`src/rtl/uart_poll_master_if.sv`:
```
// rtl/uart_poll_master_if.sv - bus between the poll/echo master and the UART register block
interface uart_poll_master_if;
   logic        rd;
   logic        wr;
   logic [31:0] addr;
   logic [31:0] wdata;
   logic [31:0] rdata;

   modport master (output rd, output wr, output addr, output wdata, input rdata);
   modport slave  (input rd, input wr, input addr, input wdata, output rdata);
endinterface

```
`src/rtl/uart_poll_master.sv`:
```
// rtl/uart_poll_master.sv - polls a UART, echoes received bytes back through a 4-entry FIFO
module uart_poll_master #(
   parameter logic [31:0] UART_BASE   = 32'h40000018,
   parameter int unsigned HOLD_CYCLES = 3
) (
   input  logic                CLK,
   input  logic                Reset_n,
   input  logic                enable,
   uart_poll_master_if.master  bus,
   output logic [7:0]          rx_byte,
   output logic                rx_valid,
   output logic [2:0]          fifo_count,
   output logic                overflow
);

   localparam logic [2:0] IDLE = 3'd0;
   localparam logic [2:0] CFG  = 3'd1;
   localparam logic [2:0] POLL = 3'd2;
   localparam logic [2:0] RDRX = 3'd3;
   localparam logic [2:0] WRTX = 3'd4;
   localparam logic [2:0] HOLD = 3'd5;

   localparam logic [31:0] ADDR_TXD = UART_BASE;
   localparam logic [31:0] ADDR_RXD = UART_BASE + 32'd4;
   localparam logic [31:0] ADDR_CON = UART_BASE + 32'd8;

   localparam int          HW        = (HOLD_CYCLES > 1) ? $clog2(HOLD_CYCLES) : 1;
   localparam logic [HW-1:0] HOLD_LAST = HW'((HOLD_CYCLES == 0) ? 0 : HOLD_CYCLES - 1);

   logic [2:0]    state;
   logic [2:0]    state_nxt;
   logic [HW-1:0] hold_cnt;
   logic [7:0]    fifo_mem [4];
   logic [1:0]    wr_ptr;
   logic [1:0]    rd_ptr;
   logic          push;

   logic unused_rdata;
   assign unused_rdata = ^{bus.rdata[31:8], bus.rdata[2:0]};

   assign push = (state == RDRX) && (fifo_count < 3'd4);

   // RX is checked before TX so an incoming byte is never left waiting behind an echo
   always_comb begin
      state_nxt = state;
      case (state)
         IDLE: if (enable) state_nxt = CFG;
         CFG:  state_nxt = POLL;
         POLL: begin
            if (!enable)                                       state_nxt = IDLE;
            else if (bus.rdata[3])                             state_nxt = RDRX;
            else if (!bus.rdata[4] && (fifo_count != 3'd0))    state_nxt = WRTX;
            else                                               state_nxt = POLL;
         end
         RDRX: state_nxt = POLL;
         WRTX: state_nxt = (HOLD_CYCLES == 0) ? POLL : HOLD;
         HOLD: if (hold_cnt == HOLD_LAST) state_nxt = POLL;
         default: state_nxt = IDLE;
      endcase
   end

   // Bus strobes come from registered state only, so rdata never loops back onto them
   always_comb begin
      bus.rd    = 1'b0;
      bus.wr    = 1'b0;
      bus.addr  = 32'h0;
      bus.wdata = 32'h0;
      case (state)
         CFG: begin
            bus.wr    = 1'b1;
            bus.addr  = ADDR_CON;
            bus.wdata = 32'h3;
         end
         POLL: begin
            bus.rd   = 1'b1;
            bus.addr = ADDR_CON;
         end
         RDRX: begin
            bus.rd   = 1'b1;
            bus.addr = ADDR_RXD;
         end
         WRTX: begin
            bus.wr    = 1'b1;
            bus.addr  = ADDR_TXD;
            bus.wdata = {24'h0, fifo_mem[rd_ptr]};
         end
         default: ;
      endcase
   end

   always_ff @(posedge CLK or negedge Reset_n) begin
      if (!Reset_n) begin
         state      <= IDLE;
         hold_cnt   <= '0;
         rx_byte    <= 8'h0;
         rx_valid   <= 1'b0;
         wr_ptr     <= 2'd0;
         rd_ptr     <= 2'd0;
         fifo_count <= 3'd0;
         overflow   <= 1'b0;
      end else begin
         state    <= state_nxt;
         rx_valid <= (state == RDRX);
         hold_cnt <= ((state == HOLD) && (hold_cnt != HOLD_LAST)) ? hold_cnt + HW'(1) : '0;

         if (state == CFG)
            overflow <= 1'b0;

         if (state == RDRX) begin
            rx_byte <= bus.rdata[7:0];
            if (push) begin
               wr_ptr     <= wr_ptr + 2'd1;
               fifo_count <= fifo_count + 3'd1;
            end else begin
               overflow <= 1'b1;
            end
         end

         if (state == WRTX) begin
            rd_ptr     <= rd_ptr + 2'd1;
            fifo_count <= fifo_count - 3'd1;
         end
      end
   end

   always_ff @(posedge CLK) begin
      if (push)
         fifo_mem[wr_ptr] <= bus.rdata[7:0];
   end

endmodule

```
`src/flat_wrapper.sv`:
```
// flat-port wrapper written by rule: the top's interface ports become plain ports
module uart_poll_master_flat 
#(
   parameter logic [31:0] UART_BASE   = 32'h40000018,
   parameter int unsigned HOLD_CYCLES = 3
)
  (CLK, Reset_n, enable, rx_byte, rx_valid, fifo_count, overflow, bus_rd, bus_wr, bus_addr, bus_wdata, bus_rdata);
  uart_poll_master_if bus_i ();
  input  logic CLK;
  input  logic Reset_n;
  input  logic enable;
  output logic [7:0] rx_byte;
  output logic rx_valid;
  output logic [2:0] fifo_count;
  output logic overflow;
  output wire logic [$bits(bus_i.rd)-1:0] bus_rd;
  output wire logic [$bits(bus_i.wr)-1:0] bus_wr;
  output wire logic [$bits(bus_i.addr)-1:0] bus_addr;
  output wire logic [$bits(bus_i.wdata)-1:0] bus_wdata;
  input wire logic [$bits(bus_i.rdata)-1:0] bus_rdata;
  assign bus_rd = bus_i.rd;
  assign bus_wr = bus_i.wr;
  assign bus_addr = bus_i.addr;
  assign bus_wdata = bus_i.wdata;
  assign bus_i.rdata = bus_rdata;
  uart_poll_master #(.UART_BASE(UART_BASE), .HOLD_CYCLES(HOLD_CYCLES)) u_core (.CLK(CLK), .Reset_n(Reset_n), .enable(enable), .bus(bus_i), .rx_byte(rx_byte), .rx_valid(rx_valid), .fifo_count(fifo_count), .overflow(overflow));
endmodule
```
`config.mk`:
```
export PLATFORM = sky130hd
export DESIGN_NAME = uart_poll_master_flat
export DESIGN_NICKNAME = d
export VERILOG_FILES = /design/src/rtl/uart_poll_master_if.sv /design/src/rtl/uart_poll_master.sv /design/src/flat_wrapper.sv
export SDC_FILE = /design/constraint.sdc
export NUM_CORES = 1
export LEC_CHECK = 0
export BUFFER_PORTS_ARGS = -buffer_cell sky130_fd_sc_hd__buf_2
export CORE_MARGIN = 3
export CORE_UTILIZATION = 49
export CTS_BUF_LIST = sky130_fd_sc_hd__clkbuf_8
export DETAILED_ROUTE_END_ITERATION = 10
export GPL_TIMING_DRIVEN = 0
export PLACE_DENSITY = 0.89
export REMOVE_ABC_BUFFERS = 1
export SETUP_SLACK_MARGIN = 0.02
export SLEW_MARGIN = 20
export SYNTH_ARGS = -nofsm -noshare
export SYNTH_HDL_FRONTEND = slang
export SYNTH_SLANG_ARGS = --single-unit
```
`constraint.sdc`:
```
create_clock -name CLK -period 2.1 [get_ports CLK]
set_input_delay 0.105 -clock CLK [delete_from_list [all_inputs] [get_ports CLK]]
set_output_delay 0.105 -clock CLK [all_outputs]
set_load 0.05 [all_outputs]
```
* Word level (Yosys, flattened, before mapping)
Memories as Yosys holds them, arrays and structs flattened.
Index checks and enable logic that the tools add are counted.
** Storage, ports and cells
- RAM bits :: 32
- Logic and storage cells :: 58
- Memories kept :: 1
- Bits of input ports :: 35
- Output and inout port bits :: 79
- Register bits after elaboration :: 22
** Memories
- u_core.fifo_mem :: depth 4, width 8, read ports 1, clocked after Yosys merged registers in 0, wr ports 1, RTL line uart_poll_master.sv:33 : logic [7:0] fifo_mem [4];
** Cells by class
- Add/subtract/negate cells :: 5
- Mux-type cells :: 19
- Equality and inequality tests :: 9
- Reduce and logical (&&, ||, !) cells :: 15
- Order comparisons :: 1
** Operators with widths (number)
- case mux 31 bit (3 select lines) :: 1
- two-way mux 3 bit :: 8
- case mux 8 bit (2 select lines) :: 1
- case mux 3 bit (5 select lines) :: 1
- OR reduction 2 bit :: 4
- two-way mux 1 bit :: 7
- adder 2 x 1 -> 2 bit (second input constant) :: 3
- equality test 3 x 2 -> 1 bit (second input constant) :: 2
- equality test 3 bit (second input constant) :: 2
- AND reduction 2 bit :: 3
- != test 2 bit (second input constant) :: 2
- nonzero test 2 bit :: 2
- adder 3 x 1 -> 3 bit (second input constant) :: 1
- equality test 3 x 1 -> 1 bit (second input constant) :: 1
- logical AND 1 bit :: 3
- logical NOT 3 bit :: 1
- < comparator 3 bit (second input constant) :: 1
- nonzero test 3 bit :: 1
- subtractor 3 x 1 -> 3 bit (second input constant) :: 1
- equality test 2 bit (second input constant) :: 1
- two-way mux 2 bit :: 1
- != test 2 x 1 -> 1 bit (second input constant) :: 1
- logical NOT 1 bit :: 1

* Depth between registers and ports, before layout
- Word-level depth :: 6
- Gate-level depth with buffers :: 7

* Least setup slack after synthesis
Ideal clock, no wire load.
- Path type :: register -> output
- Start point :: reg u_core.state[1]
- End point :: out bus_wdata[1]
- Data required time :: 1.995 ns
- Cell stages (with the launch flop) :: 6
- Data arrival time :: 1.810 ns
- Path buffers :: 2
- Slack :: 0.185 ns
- Cells stage by stage :: dfrtp_1 > buf_2 > nor3b_2 > buf_4 > nand2_1 > o221ai_1
** Between the ends
- Longest elaborated chain between the ends :: 2
** RTL lines
- start: declaration :: RTL line uart_poll_master.sv:30 : logic [2:0] state;
- start signal: assignment :: RTL line uart_poll_master.sv:102 : state <= state_nxt;
- equality test 3 bit or equality test 3 x 1 -> 1 bit (tied branches) :: RTL line uart_poll_master.sv:68 : case (state)
- case mux 8 bit (2 select lines) * :: RTL line uart_poll_master.sv:68
- end: declaration :: RTL line flat_wrapper.sv:19 : output wire logic [$bits(bus_i.wdata)-1:0] bus_wdata;
Mark *: on every way between the ends. The rest lies on a longest branch, timed or not.

* Final worst setup path
- Start point :: reg u_core.state[1]
- End point :: reg u_core.fifo_count[2]
** Between the ends
- Longest elaborated chain between the ends :: 4
** RTL lines
- equality test 3 x 2 -> 1 bit :: RTL line uart_poll_master.sv:41, uart_poll_master.sv:109
- logical AND 1 bit :: RTL line uart_poll_master.sv:41 : assign push = (state == RDRX) && (fifo_count < 3'd4);
- nonzero test 2 bit (no source line)
- AND reduction 2 bit (no source line)
- end signal: assignment :: RTL line uart_poll_master.sv:113 : fifo_count <= fifo_count + 3'd1;
- end signal: assignment :: RTL line uart_poll_master.sv:121 : fifo_count <= fifo_count - 3'd1;
- end: declaration :: RTL line uart_poll_master.sv:12 : output logic [2:0] fifo_count,
Several ways; a longest one is shown, not always the timed one.
A chain may end at the register's enable or synchronous reset.

==> impl_metrics.json <==
{
  "synthesis.area_um2": 2680,
  "drt_wl_total_mm": 4.37,
  "final_cell_mix": "51 x conb_1, 38 x buf_2, 32 x edfxtp_1",
  "post-dp-hpwl_mm": 3.12,
  "nets": 284,
  "wire_per_inst_um": 13.9,
  "drv_cap": 0,
  "grt_max_degree": 23,
  "grt_pass1_wl_mm": 6.94,
  "die_w_um": 80.0,
  "cp.required_ns": 2.29,
  "reg2reg_to": "u_core.fifo_count[2]$_DFFE_PN0P_",
  "vias": 1465,
  "ff2ff_path_depth": 6,
  "core_um2": 5200,
  "reg2reg_from": "u_core.state[1]$_DFFE_PN0P_",
  "drt_pre_antenna_iters": 4,
  "setup.worst_path.class": "flop to flop",
  "synth.distinct_cells": 35,
  "antenna_found_initial": 0,
  "drc": 0,
  "ir_worst_vdd_v": 0.000677,
  "rsz0062_at_grt": "no",
  "cts_tree": "yes",
  "worst_slew_pin_slew_ns": 0.541,
  "setup_viol": 0,
  "place_ws_ns": -0.187,
  "antenna_left": 0,
  "worstSetupEndpointType": "flop",
  "holdPathStages": 1,
  "synth_edf_count": 32,
  "clkSlewWorstSetupHoldPaths_ns": 0.10,
  "status": "finished clean",
  "cts_made_buffers": 5,
  "power_density_nw_per_um2": 1510,
  "cts.sinks": 54,
  "period_share": 0.933,
  "start_util": 0.516,
  "clk_latency_ns": 0.30,
  "die_h_um": 80.0,
  "r2r_setup_slack_ns": 0.14,
  "grt_overflow": 0,
  "track_usage": 0.144,
  "stdcell_count": 314,
  "drive_above_1_share": 0.270,
  "crit_fanout": 9,
  "dp_cells": 304,
  "synth-seq-cells": 54,
  "max_freq_mhz": 511,
  "syn_avg_cell_area_um2": 13.0,
  "synthArstFlopShare": 0.407,
  "min_from": "bus_rdata[6]",
  "final_common_cell": "conb_1",
  "synthFlopType": "edfxtp_1",
  "setup_ws_ns": 0.141,
  "drt_iter0_markers": 118,
  "synthCells": 206,
  "ys_seq_area_frac": 0.563,
  "hold_end": "u_core.fifo_mem[1][6]$_DFFE_PP_",
  "arrival_ns": 2.15,
  "hp-class": "primary input to flop",
  "cts_buffer_depth": 2,
  "vias_per_cell": 4.67,
  "p_total_mw": 4.31,
  "num_rows": 26,
  "period_needed_ns": 1.96,
  "cts_max_level": 2,
  "area_growth_pct": 6.29,
  "hold_viol_final": 0,
  "final-max-slew-violation-count": 0,
  "fin_worst_skew_ns": 0.00618,
  "cts_root_buffer": "clkbuf_8",
  "yosys_warnings": 0,
  "die_area_um2": 6400,
  "gp_congestion": 0.803,
  "portBuffers": 38,
  "slew_headroom": 0.639,
  "ioPinCount": 114,
  "p_leak_nw": 1.26,
  "grt_pass1_vias": 1357,
  "fillers": 431,
  "setup.worst_path.start_class": "flop",
  "antenna_cells": 0
}
sequential cells by signal (all words and copies together) (netlist names):
signal / count
u_core.fifo_count: 3
u_core.fifo_mem: 32
u_core.hold_cnt: 2
u_core.overflow: 1
u_core.rd_ptr: 2
u_core.rx_byte: 8
u_core.rx_valid: 1
u_core.state: 3
u_core.wr_ptr: 2
Yosys cell counts, drive strengths merged, types with 2 or more instances:
library cell / number / area [um^2]
o221ai: 2 / 17.5
buf: 59 / 428
xnor2: 6 / 52.6
nor3: 2 / 10.0
nand2: 8 / 30.0
mux2i: 5 / 50.1
nand3: 2 / 10.0
mux2: 7 / 78.8
edfxtp: 32 / 961
dfrtp: 22 / 551
nand2b: 2 / 12.5
inv: 11 / 41.3
nor2: 7 / 26.3
o21ai: 3 / 15.0
and2: 10 / 62.6
mux4: 6 / 135
ha: 5 / 62.6
a21oi: 3 / 15.0
per-stage QoR:
| stage | hold WS, ns | util | setup TNS [ns] | instance area, um^2 |
|---|---|---|---|---|
| CTS | 0.0205 | 0.548 | 0 | 2850 |
| finish | 0.0328 | 0.548 | 0 | 2850 |
| floorplan | -0.191 | - | 0 | 2440 |
| global route | 0.0247 | 0.548 | 0 | 2850 |
| global placement | 0.109 | 0.522 | -0.244 | 2720 |
| detailed placement | 0.119 | 0.522 | -0.322 | 2720 |
critical path: stages, from the launching register on:
cell and delay [ns]:
dfrtp_1 0.52, nor3b_4 0.33, buf_4 0.22, inv_2 0.07, fa_1 0.39, mux2i_1 0.13, o21a_1 0.18
per-layer routing:
metal / up-vias / track usage / share of wire
met5: - / 0 / 0
li1: 677 / - / -
met1: 707 / 0.189 / 0.43
met3: 5 / 0.0293 / 0.083
met2: 76 / 0.243 / 0.48
met4: 0 / 0.0405 / 0.0096
logic make-up after synthesis:
| family | Yosys count | synth area share |
|---|---|---|
| adders and majority gates | 6 | 0.0308 |
| buffers and inverters | 71 | 0.176 |
| other | 1 | 0.00140 |
| DFF | 54 | 0.563 |
| AOI/OAI and AO/OA | 13 | 0.0336 |
| muxes | 18 | 0.0984 |
| and+or+nand+nor | 37 | 0.0769 |
| xor gates and xnor gates | 6 | 0.0196 |
cell type report:
class / instances / area, um^2 / share of cell area
Clock buffer: 5 / 68.8 / 0.0241
Clock inverter: 3 / 40.0 / 0.0140
Inverter: 11 / 41.3 / 0.0145
Multi-Input combinational cell: 131 / 893 / 0.313
Sequential cell: 54 / 1510 / 0.531
Tap cell: 70 / 87.6 / 0.0307
Timing Repair Buffer: 40 / 208 / 0.0728
how the worst max path moves through the flow:
stage                                start                          endpoint  slack [ns]  cells past startpoint
2_1_floorplan  u_core.state[2]$_DFFE_PN0P_                      bus_wdata[1]        0.02                      3
3_3_place_gp   u_core.state[2]$_DFFE_PN0P_  u_core.fifo_count[2]$_DFFE_PN0P_       -0.16                      5
3_5_place_dp   u_core.state[2]$_DFFE_PN0P_  u_core.fifo_count[2]$_DFFE_PN0P_       -0.19                      5
4_1_cts        u_core.state[2]$_DFFE_PN0P_                      bus_wdata[0]        0.05                      4
5_1_grt        u_core.state[1]$_DFFE_PN0P_  u_core.fifo_count[2]$_DFFE_PN0P_        0.04                      6
6_report       u_core.state[1]$_DFFE_PN0P_  u_core.fifo_count[2]$_DFFE_PN0P_        0.14                      6
report_power, final:
group / switching, mW / internal, mW
registers: 0.257 / 1.34
logic: 1.46 / 0.569
clock network: 0.324 / 0.351
total: 2.05 / 2.26
what timing repair did:
| action | in CTS | in global routing |
|---|---|---|
| pin swaps | 0 | 0 |
| hold buffers | 1 | 0 |
| setup buffers | 1 | 0 |
| resized for setup | 1 | 2 |
| setup endpoints to repair | 12 | 11 |
| hold endpoints to repair | 22 | 0 |
(Power assumes the default switching activity.)
